==> config.mk <==
export PLATFORM = sky130hd
export DESIGN_NAME = mem_bus_master
export DESIGN_NICKNAME = d
export VERILOG_FILES = /design/src/rtl/mem_bus_master_pkg.sv /design/src/rtl/mem_bus_master_timeout.sv /design/src/rtl/mem_bus_master.sv
export SDC_FILE = /design/constraint.sdc
export NUM_CORES = 1
export LEC_CHECK = 0
export CAP_MARGIN = 0
export CORE_MARGIN = 1
export CORE_UTILIZATION = 41
export CTS_CLUSTER_DIAMETER = 30
export DETAILED_ROUTE_END_ITERATION = 10
export HOLD_SLACK_MARGIN = 0.1
export PLACE_DENSITY = 0.91
export SYNTH_ARGS = -nofsm -noshare
export SYNTH_HDL_FRONTEND = slang
export SYNTH_SLANG_ARGS = --single-unit
==> constraint.sdc <==
create_clock -name clk -period 3.4 [get_ports clk]
set_input_delay 0.51 -clock clk [delete_from_list [all_inputs] [get_ports clk]]
set_output_delay 0.51 -clock clk [all_outputs]
set_load 0.05 [all_outputs]
==> src/rtl/mem_bus_master_pkg.sv <==
// Shared definitions for the memory bus master: data width, FSM encoding and timeout default.
package mem_bus_master_pkg;

  localparam int XLEN               = 32;
  localparam int TIMEOUT_CYCLES_DEF = 16;

  typedef enum logic [1:0] {
    ST_IDLE    = 2'd0,
    ST_ACCESS  = 2'd1,
    ST_RELEASE = 2'd2
  } state_t;

endpackage

==> src/rtl/mem_bus_master_timeout.sv <==
// Access watchdog: counts ACCESS cycles without ready; expired flags the cycle the count reaches LIMIT.
`ifdef BUS_TIMEOUT_EN
module bus_timeout_cnt #(
  parameter int LIMIT = 16
) (
  input  logic clk,
  input  logic rst,
  input  logic clr,
  input  logic inc,
  output logic expired
);

  localparam int CW = $clog2(LIMIT + 1);

  logic [CW-1:0] cnt;

  always_ff @(posedge clk) begin
    if (rst || clr) begin
      cnt <= '0;
    end else if (inc) begin
      cnt <= cnt + CW'(1);
    end
  end

  // This cycle's increment is the one that reaches LIMIT.
  assign expired = inc && (cnt == CW'(LIMIT - 1));

endmodule
`endif

==> src/rtl/mem_bus_master.sv <==
// Core-to-memory bus master: IDLE -> ACCESS (hold strobes until ready) -> RELEASE (one cs-low cycle, response pulse).
// Optional access watchdog enabled by defining BUS_TIMEOUT_EN.
module mem_bus_master
  import mem_bus_master_pkg::*;
#(
  parameter int TIMEOUT_CYCLES = TIMEOUT_CYCLES_DEF
) (
  input  logic            clk,
  input  logic            rst,
  input  logic            req_valid,
  output logic            req_ready,
  input  logic            req_wr,
  input  logic [XLEN-1:0] req_addr,
  input  logic [XLEN-1:0] req_wdata,
  output logic            rsp_valid,
  output logic [XLEN-1:0] rsp_rdata,
  output logic            rsp_err,
  output logic [XLEN-1:0] address,
  output logic [XLEN-1:0] DB_w,
  input  logic [XLEN-1:0] DB_r,
  output logic            wr,
  output logic            rd,
  output logic            cs,
  output logic            valid,
  input  logic            ready
);

  state_t state;
  logic   expired;

  assign req_ready = ~rst & (state != ST_ACCESS);

`ifdef BUS_TIMEOUT_EN
  bus_timeout_cnt #(
    .LIMIT(TIMEOUT_CYCLES)
  ) u_timeout (
    .clk    (clk),
    .rst    (rst),
    .clr    (state != ST_ACCESS),
    .inc    ((state == ST_ACCESS) && !ready),
    .expired(expired)
  );
`else
  logic [31:0] unused_timeout_cycles;
  assign unused_timeout_cycles = 32'(TIMEOUT_CYCLES);
  assign expired = 1'b0;
`endif

  always_ff @(posedge clk) begin
    if (rst) begin
      state     <= ST_IDLE;
      cs        <= 1'b0;
      valid     <= 1'b0;
      wr        <= 1'b0;
      rd        <= 1'b0;
      rsp_valid <= 1'b0;
      rsp_err   <= 1'b0;
      rsp_rdata <= '0;
      address   <= '0;
      DB_w      <= '0;
    end else begin
      rsp_valid <= 1'b0;
      rsp_err   <= 1'b0;
      case (state)
        ST_IDLE, ST_RELEASE: begin
          if (req_valid) begin
            state   <= ST_ACCESS;
            cs      <= 1'b1;
            valid   <= 1'b1;
            wr      <= req_wr;
            rd      <= ~req_wr;
            address <= req_addr;
            DB_w    <= req_wdata;
          end else begin
            state <= ST_IDLE;
          end
        end
        ST_ACCESS: begin
          // ready takes priority over a watchdog expiry in the same cycle.
          if (ready || expired) begin
            if (ready && rd) begin
              rsp_rdata <= DB_r;
            end
            rsp_err   <= ~ready;
            rsp_valid <= 1'b1;
            state     <= ST_RELEASE;
            cs        <= 1'b0;
            valid     <= 1'b0;
            wr        <= 1'b0;
            rd        <= 1'b0;
          end
        end
        default: state <= ST_IDLE;
      endcase
    end
  end

endmodule
==> results of run 1 <==
## synthesized netlist by cell type (all sizes together)
cell type and count:
buf 22, dfxtp 103, inv 2, clkbuf 11
nand3b 1, and4b 1, nand4b 1, nor2 3
nand2 193, nand2b 2, nand3 3, nor2b 1
a21oi 101, conb 1
## worst max path at each step
stage / end / slack (ns) / cells past startpoint
after floorplan: req_ready / 1.42 / 2
after CTS: req_ready / 1.12 / 2
final: req_ready / 1.14 / 2
after global placement: rsp_rdata[4] / 1.16 / 5
after detailed placement: rsp_rdata[4] / 1.15 / 5
after global routing: req_ready / 1.03 / 2
## per-stage QoR
step	instances	util
final	740	0.698
after global routing	740	0.698
after CTS	740	0.698
after detailed placement	725	0.674
after global placement	725	0.674
after floorplan	445	-
## flip-flops by register name, indices dropped and copies added (netlist names)
name       count
DB_w          32
state          2
address       32
rd             1
rsp_valid      1
rsp_err        1
valid          1
wr             1
rsp_rdata     32
## metal layers
metal	vias up	track usage
met5	-	0
met4	2	0.0922
met3	24	0.0628
met2	143	0.405
met1	1654	0.241
li1	1784	-
## worst max-delay path: cells and delay by family, from the launching register on
kind / cells / cell delay (ns)
AOI/OAI and AO/OA: 1 / 0.18
buffers and inverters: 1 / 0.84
DFF: 1 / 0.40
## layout make-up
type / instances / area share
clock buffers: 11 / 0.0244
multi-input cells: 307 / 0.227
clock inverters: 4 / 0.00951
flip-flops and latches: 103 / 0.356
inverters: 2 / 0.00130
well taps: 105 / 0.0227
repair buffers: 208 / 0.359
## cells by family (layout without fill, tap and decap cells)
group / after synthesis / after routing / synth area share
other: 1 / 1 / 0.00106
buffers and inverters: 35 / 225 / 0.0494
and+or+nand+nor: 205 / 205 / 0.225
DFF: 103 / 103 / 0.582
AOI/OAI and AO/OA: 101 / 101 / 0.143
## power groups by stage
stage	sequential, W	combinational, W	clock [W]
CTS	0.00129	0.000547	0.000778
global route	0.00130	0.000577	0.000828
floorplan	0.00149	0.000122	0
global placement	0.00131	0.000537	0
detailed placement	0.00132	0.000545	0
finish	0.00129	0.000545	0.000755
==> metrics.md, run 1 <==
| Metric | Value |
|---|---|
| WL met2 | `5.18 mm` |
| Final wirelength | `10.1 mm` |
| Yosys reg bits | `103` |
| Worst Setup SP | `state[0]` |
| Layout cells sized above 1 | `0.0346` |
| Setup crit end kind | `output port` |
| Initial antenna violation count | `1` |
| Setup-failing EPs final | `0` |
| Reg2reg end | `DB_w[4]` |
| Critical Path RT | `2.89 ns` |
| F_max | `442 MHz` |
| CTS tree | `yes` |
| CP max FO | `7` |
| Seq/Total Area, Yosys | `0.582` |
| I/O pins | `204` |
| CP startpoint kind | `flip-flop` |
| DRT iter0 DRCs | `110` |
| Multi-input logic area | `0.00132 mm2` |
| Starting Density | `0.427` |
| First-pass DRT Iterations | `4` |
| Hold Slack | `0.455 ns` |
| Max_cap viols | `0` |
| Worst-Skew Late Latency | `0.35 ns` |
| Synth Area per Inst | `7.97 um2` |
| Hold path cells | `2` |
| Fill cells | `646` |
| Reg2reg start | `state[0]` |
| Gr usage total | `0.223` |
| Setup TNS | `0 ns` |
| Tot Pwr | `0.00259 W` |
| Gr ovfl total | `0` |
| Hold Crit Start | `address[16]` |
| Post-route minimum period | `2.26 ns` |
| Highest metal used | `met5` |
| Die area | `0.00902 mm2` |
| Synth area leaders | `dfxtp_1 58%, nand2_1 20%, a21oi_1 14%` |
| Root Buffer | `clkbuf_8` |
| Vias | `3,607` |
| Ant. Diodes | `0` |
| Die Ht | `95.0 um` |
| Gpl congestion | `0.767` |
| Hold EP | `address[16]` |
| CTS Buffer Depth | `2` |
| Pwr dens | `447 mW/mm2` |
| Final hold vios | `0` |
| Worst setup path category | `flip-flop to output port` |
| Slew @ Worst Pin | `1.04 ns` |
| Drt drc | `0` |
| Post-DR vias/cell | `4.87` |
| Vias in the first global route | `3,496` |
| Pin count of the biggest net entering global routing | `103` |
| Gate Count Post-Synth | `445` |
| Clock Sinks | `103` |
| Worst slew margin | `0.308` |
| Internal cell power | `0.00185 W` |
| Max Clock Skew | `0.0133 ns` |
| Post-CTS Setup Bufs | `0` |
| CTS buffer count | `9` |
| Htree depth | `3` |
| Largest area contributor in the netlist | `dfxtp_1` |
| Max-slew violation count | `0` |
| Maximum VDD drop | `0.265 mV` |
| Pre-CTS WS | `1.15 ns` |
| Met1 wire length | `3.92 mm` |
| Sw Pwr | `0.000743 W` |
| Commonest non-fill, non-tap cell in the layout | `clkdlybuf4s50_1` |
| Register area | `0.00206 mm2` |
| Global-route wire length before repair | `15.7 mm` |
| Row cnt | `33` |
| Critical-path cell list | `a21oi_1 -> clkdlybuf4s50_1` |
| Setup WS post-layout | `1.14 ns` |
| Outcome | `complete, no violations` |
| DP HPWL | `7.29 mm` |
| Slowest stage delay, CP | `0.84 ns` |
| Syn-to-layout area delta | `63.4%` |
| Commonest cells after routing, fill and taps aside | `202 x clkdlybuf4s50_1, 193 x nand2_1, 103 x dfxtp_1` |
| Design area | `0.00579 mm2` |
| Critical Path AT | `1.75 ns` |
| Clk slew on worst S/H paths | `0.09 ns` |
| Mapped Area | `0.00354 mm2` |
| CP max stage cell | `clkdlybuf4s50_1` |
| Die Width | `95.0 um` |
| Buffers on Ports | `203` |
| Distinct cells, synth | `16` |
| Final #Nets | `732` |
| RSZ-0062 raised after global routing | `false` |
| Hold WC Path Type | `flip-flop to flip-flop` |
| Ys Warns | `0` |
| Core Region | `0.00830 mm2` |
| CTS resizes | `0` |
| Combinational Power Share | `0.211` |
| Reg2reg setup slack | `1.52 ns` |
| Power share of the clock group | `0.292` |
| DR WL met3 | `786 um` |
| R2R depth | `4` |
| Syn Nets | `546` |
| Fin crit share | `0.665` |
| Post-synth top area share | `0.582` |
| Leakage power | `2.09 nW` |
| Dpl cell area | `0.00560 mm2` |
| Post-CTS Hold Buffers | `0` |
| DR WL/cell | `13.7 um` |
| Final ANT Viol Nets | `0` |
| Flop pwr share | `0.498` |
| Net Sw Frac | `0.287` |
Note: power is estimated with default switching activity, not from simulation.
==> run 2, diff against run 1 <==
--- a/config.mk
+++ b/config.mk
@@ -7,11 +7,11 @@
 export LEC_CHECK = 0
 export CAP_MARGIN = 0
 export CORE_MARGIN = 1
-export CORE_UTILIZATION = 41
+export CORE_UTILIZATION = 34
 export CTS_CLUSTER_DIAMETER = 30
 export DETAILED_ROUTE_END_ITERATION = 10
 export HOLD_SLACK_MARGIN = 0.1
-export PLACE_DENSITY = 0.91
+export PLACE_DENSITY = 0.81
 export SYNTH_ARGS = -nofsm -noshare
 export SYNTH_HDL_FRONTEND = slang
 export SYNTH_SLANG_ARGS = --single-unit
==> constraint.sdc (replaced) <==
create_clock -name clk -period 1.94 [get_ports clk]
set_input_delay 0.291 -clock clk [delete_from_list [all_inputs] [get_ports clk]]
set_output_delay 0.291 -clock clk [all_outputs]
set_load 0.05 [all_outputs]
==> metrics.md, run 2 (same netlist as run 1, synthesis figures left out) <==
| Metric | Value |
|---|---|
| DP HPWL | `7.35 mm (+0.77%)` |
| Pwr dens | `765 mW/mm2 (+71%)` |
| Htree depth | `3 (unchanged)` |
| CP startpoint kind | `flip-flop` |
| Die Width | `104 um (+9.6%)` |
| Multi-input logic area | `0.00132 mm2 (unchanged)` |
| CP top delay family | `buffers and inverters` |
| Row cnt | `36 (+9.1%)` |
| Final non-filler cell total | `770 (+4.1%)` |
| Pin count of the biggest net entering global routing | `68 (-34%)` |
| Final #Nets | `733 (+0.14%)` |
| Syn-to-layout area delta | `65.1%` |
| DRT iter0 DRCs | `116 (+5.5%)` |
| Max Clock Skew | `0.00897 ns (-0.00437 ns)` |
| Die Ht | `104 um (+9.6%)` |
| CTS Buffer Depth | `2 (unchanged)` |
| Final ANT Viol Nets | `0 (unchanged)` |
| Core Region | `0.00995 mm2 (+20%)` |
| Post-route minimum period | `1.85 ns` |
| CTS tree | `yes` |
| Leakage power | `2.10 nW (+0.47%)` |
| Max_cap viols | `0 (unchanged)` |
| Hold WC Path Type | `input port to flip-flop` |
| Post-CTS Hold Buffers | `0 (unchanged)` |
| CTS buffer count | `9 (unchanged)` |
| CTS resizes | `0 (unchanged)` |
| Buffers on Ports | `203 (unchanged)` |
| Cells after DPL | `754 (+4.0%)` |
| Ant. Diodes | `0 (unchanged)` |
| Worst slew margin | `0.644 (+0.336)` |
| Commonest non-fill, non-tap cell in the layout | `clkdlybuf4s50_1` |
| Critical Path RT | `1.65 ns (-1.24 ns)` |
| Setup-failing EPs final | `0 (unchanged)` |
| Vias in the first global route | `3,479 (-0.49%)` |
| Biggest regs | `DB_w (32), address (32), rsp_rdata (32)` |
| Global-route wire length before repair | `16.8 mm (+7.3%)` |
| CP max FO | `4 (-3)` |
| I/O pins | `204 (unchanged)` |
| Gr usage total | `0.190 (-0.0326)` |
| RSZ-0062 raised after global routing | `false` |
| Post-CTS Setup Bufs | `0 (unchanged)` |
| Clock Sinks | `103 (unchanged)` |
| Vias | `3,574 (-0.91%)` |
| Max-slew violation count | `0 (unchanged)` |
| Setup TNS | `0 ns (unchanged)` |
| Initial antenna violation count | `0 (-1)` |
| F_max | `540 MHz` |
| Root Buffer | `clkbuf_8` |
| DR WL/cell | `13.2 um (-3.6%)` |
| Slew @ Worst Pin | `0.532 ns (-0.506 ns)` |
| Slowest stage delay, CP | `0.84 ns (about the same)` |
| Fill cells | `891 (+38%)` |
| Starting Density | `0.356 (-0.0710)` |
| Commonest cells after routing, fill and taps aside | `201 x clkdlybuf4s50_1, 193 x nand2_1, 103 x dfxtp_1` |
| Clk slew on worst S/H paths | `0.09 ns (about the same)` |
| Maximum VDD drop | `0.489 mV (+84%)` |
| Critical Path AT | `1.56 ns (-0.19 ns)` |
| Worst setup path category | `flip-flop to output port` |
| Fin crit share | `0.954` |
| Final wirelength | `10.2 mm (+0.34%)` |
| CP max stage cell | `clkdlybuf4s50_1` |
| Gr ovfl total | `0 (unchanged)` |
| Setup crit end kind | `output port` |
| First-pass DRT Iterations | `7 (+3)` |
| Drt drc | `0 (unchanged)` |
| Worst-Skew Late Latency | `0.35 ns (about the same)` |
| Final hold vios | `0 (unchanged)` |
| Gpl congestion | `0.809 (+5.4%)` |
| Critical-path cell list | `clkdlybuf4s50_1` |
| Register area | `0.00206 mm2 (unchanged)` |
| Outcome | `complete, no violations` |
| Post-DR vias/cell | `4.64 (-4.8%)` |
| Die area | `0.0108 mm2 (+20%)` |
| Layout cells sized above 1 | `0.0408 (+0.00617)` |
| Number of buffers and inverters on the critical path | `1 (unchanged)` |
-- run 2: cell count changes in the layout (fill, tap and decap cells not counted) --
cell,before,now
clkinvlp_4,1,2
clkbuf_8,10,11
clkdlybuf4s50_1,202,201
buf_12,1,3
clkbuf_1,1,0
bufinv_16,1,0
clkinv_4,1,2
-- run 2: final timing paths --
path               start          end  slack (ns)  depth (start not counted)
min                  rst    rsp_valid        0.32                          2
min reg2reg  address[29]  address[29]        0.46                          2
max reg2reg     state[0]           wr        0.60                          4
max                   rd           rd        0.09                          1
-- run 2: layout make-up --
class / count / area share
inverter: 2 / 0.00128
clock buffer: 11 / 0.0259
tap: 133 / 0.0284
clock inverter: 5 / 0.00705
timing repair buffer: 209 / 0.360
sequential: 103 / 0.352
multi-input combinational: 307 / 0.225
-- run 2: per-layer routing --
layer  routed length [um]  global-route usage  vias to the layer above
met5                    0                   0                        -
met4                  104              0.0449                        0
met3                  756              0.0658                        8
met2                 5120               0.336                      138
met1                 4170               0.220                     1640
li1                     -                   -                     1788
-- run 2: power breakdown --
part	total [W]	switching [W]	internal, W
registers	0.00226	0.0000502	0.00221
logic	0.000962	0.000562	0.000400
clock network	0.00126	0.000713	0.000546
-- run 2: per-stage QoR --
step	utilization	power (W)	worst slack [ns]	cell area, um2	hold slack, ns
2_1_floorplan	-	0.00283	0.398	3540	0.427
3_3_place_gp	0.569	0.00326	0.379	5660	0.441
3_5_place_dp	0.569	0.00327	0.351	5660	0.445
4_1_cts	0.588	0.00454	0.0512	5850	0.306
5_1_grt	0.588	0.00469	0.00972	5850	0.327
6_report	0.588	0.00448	0.0893	5850	0.325
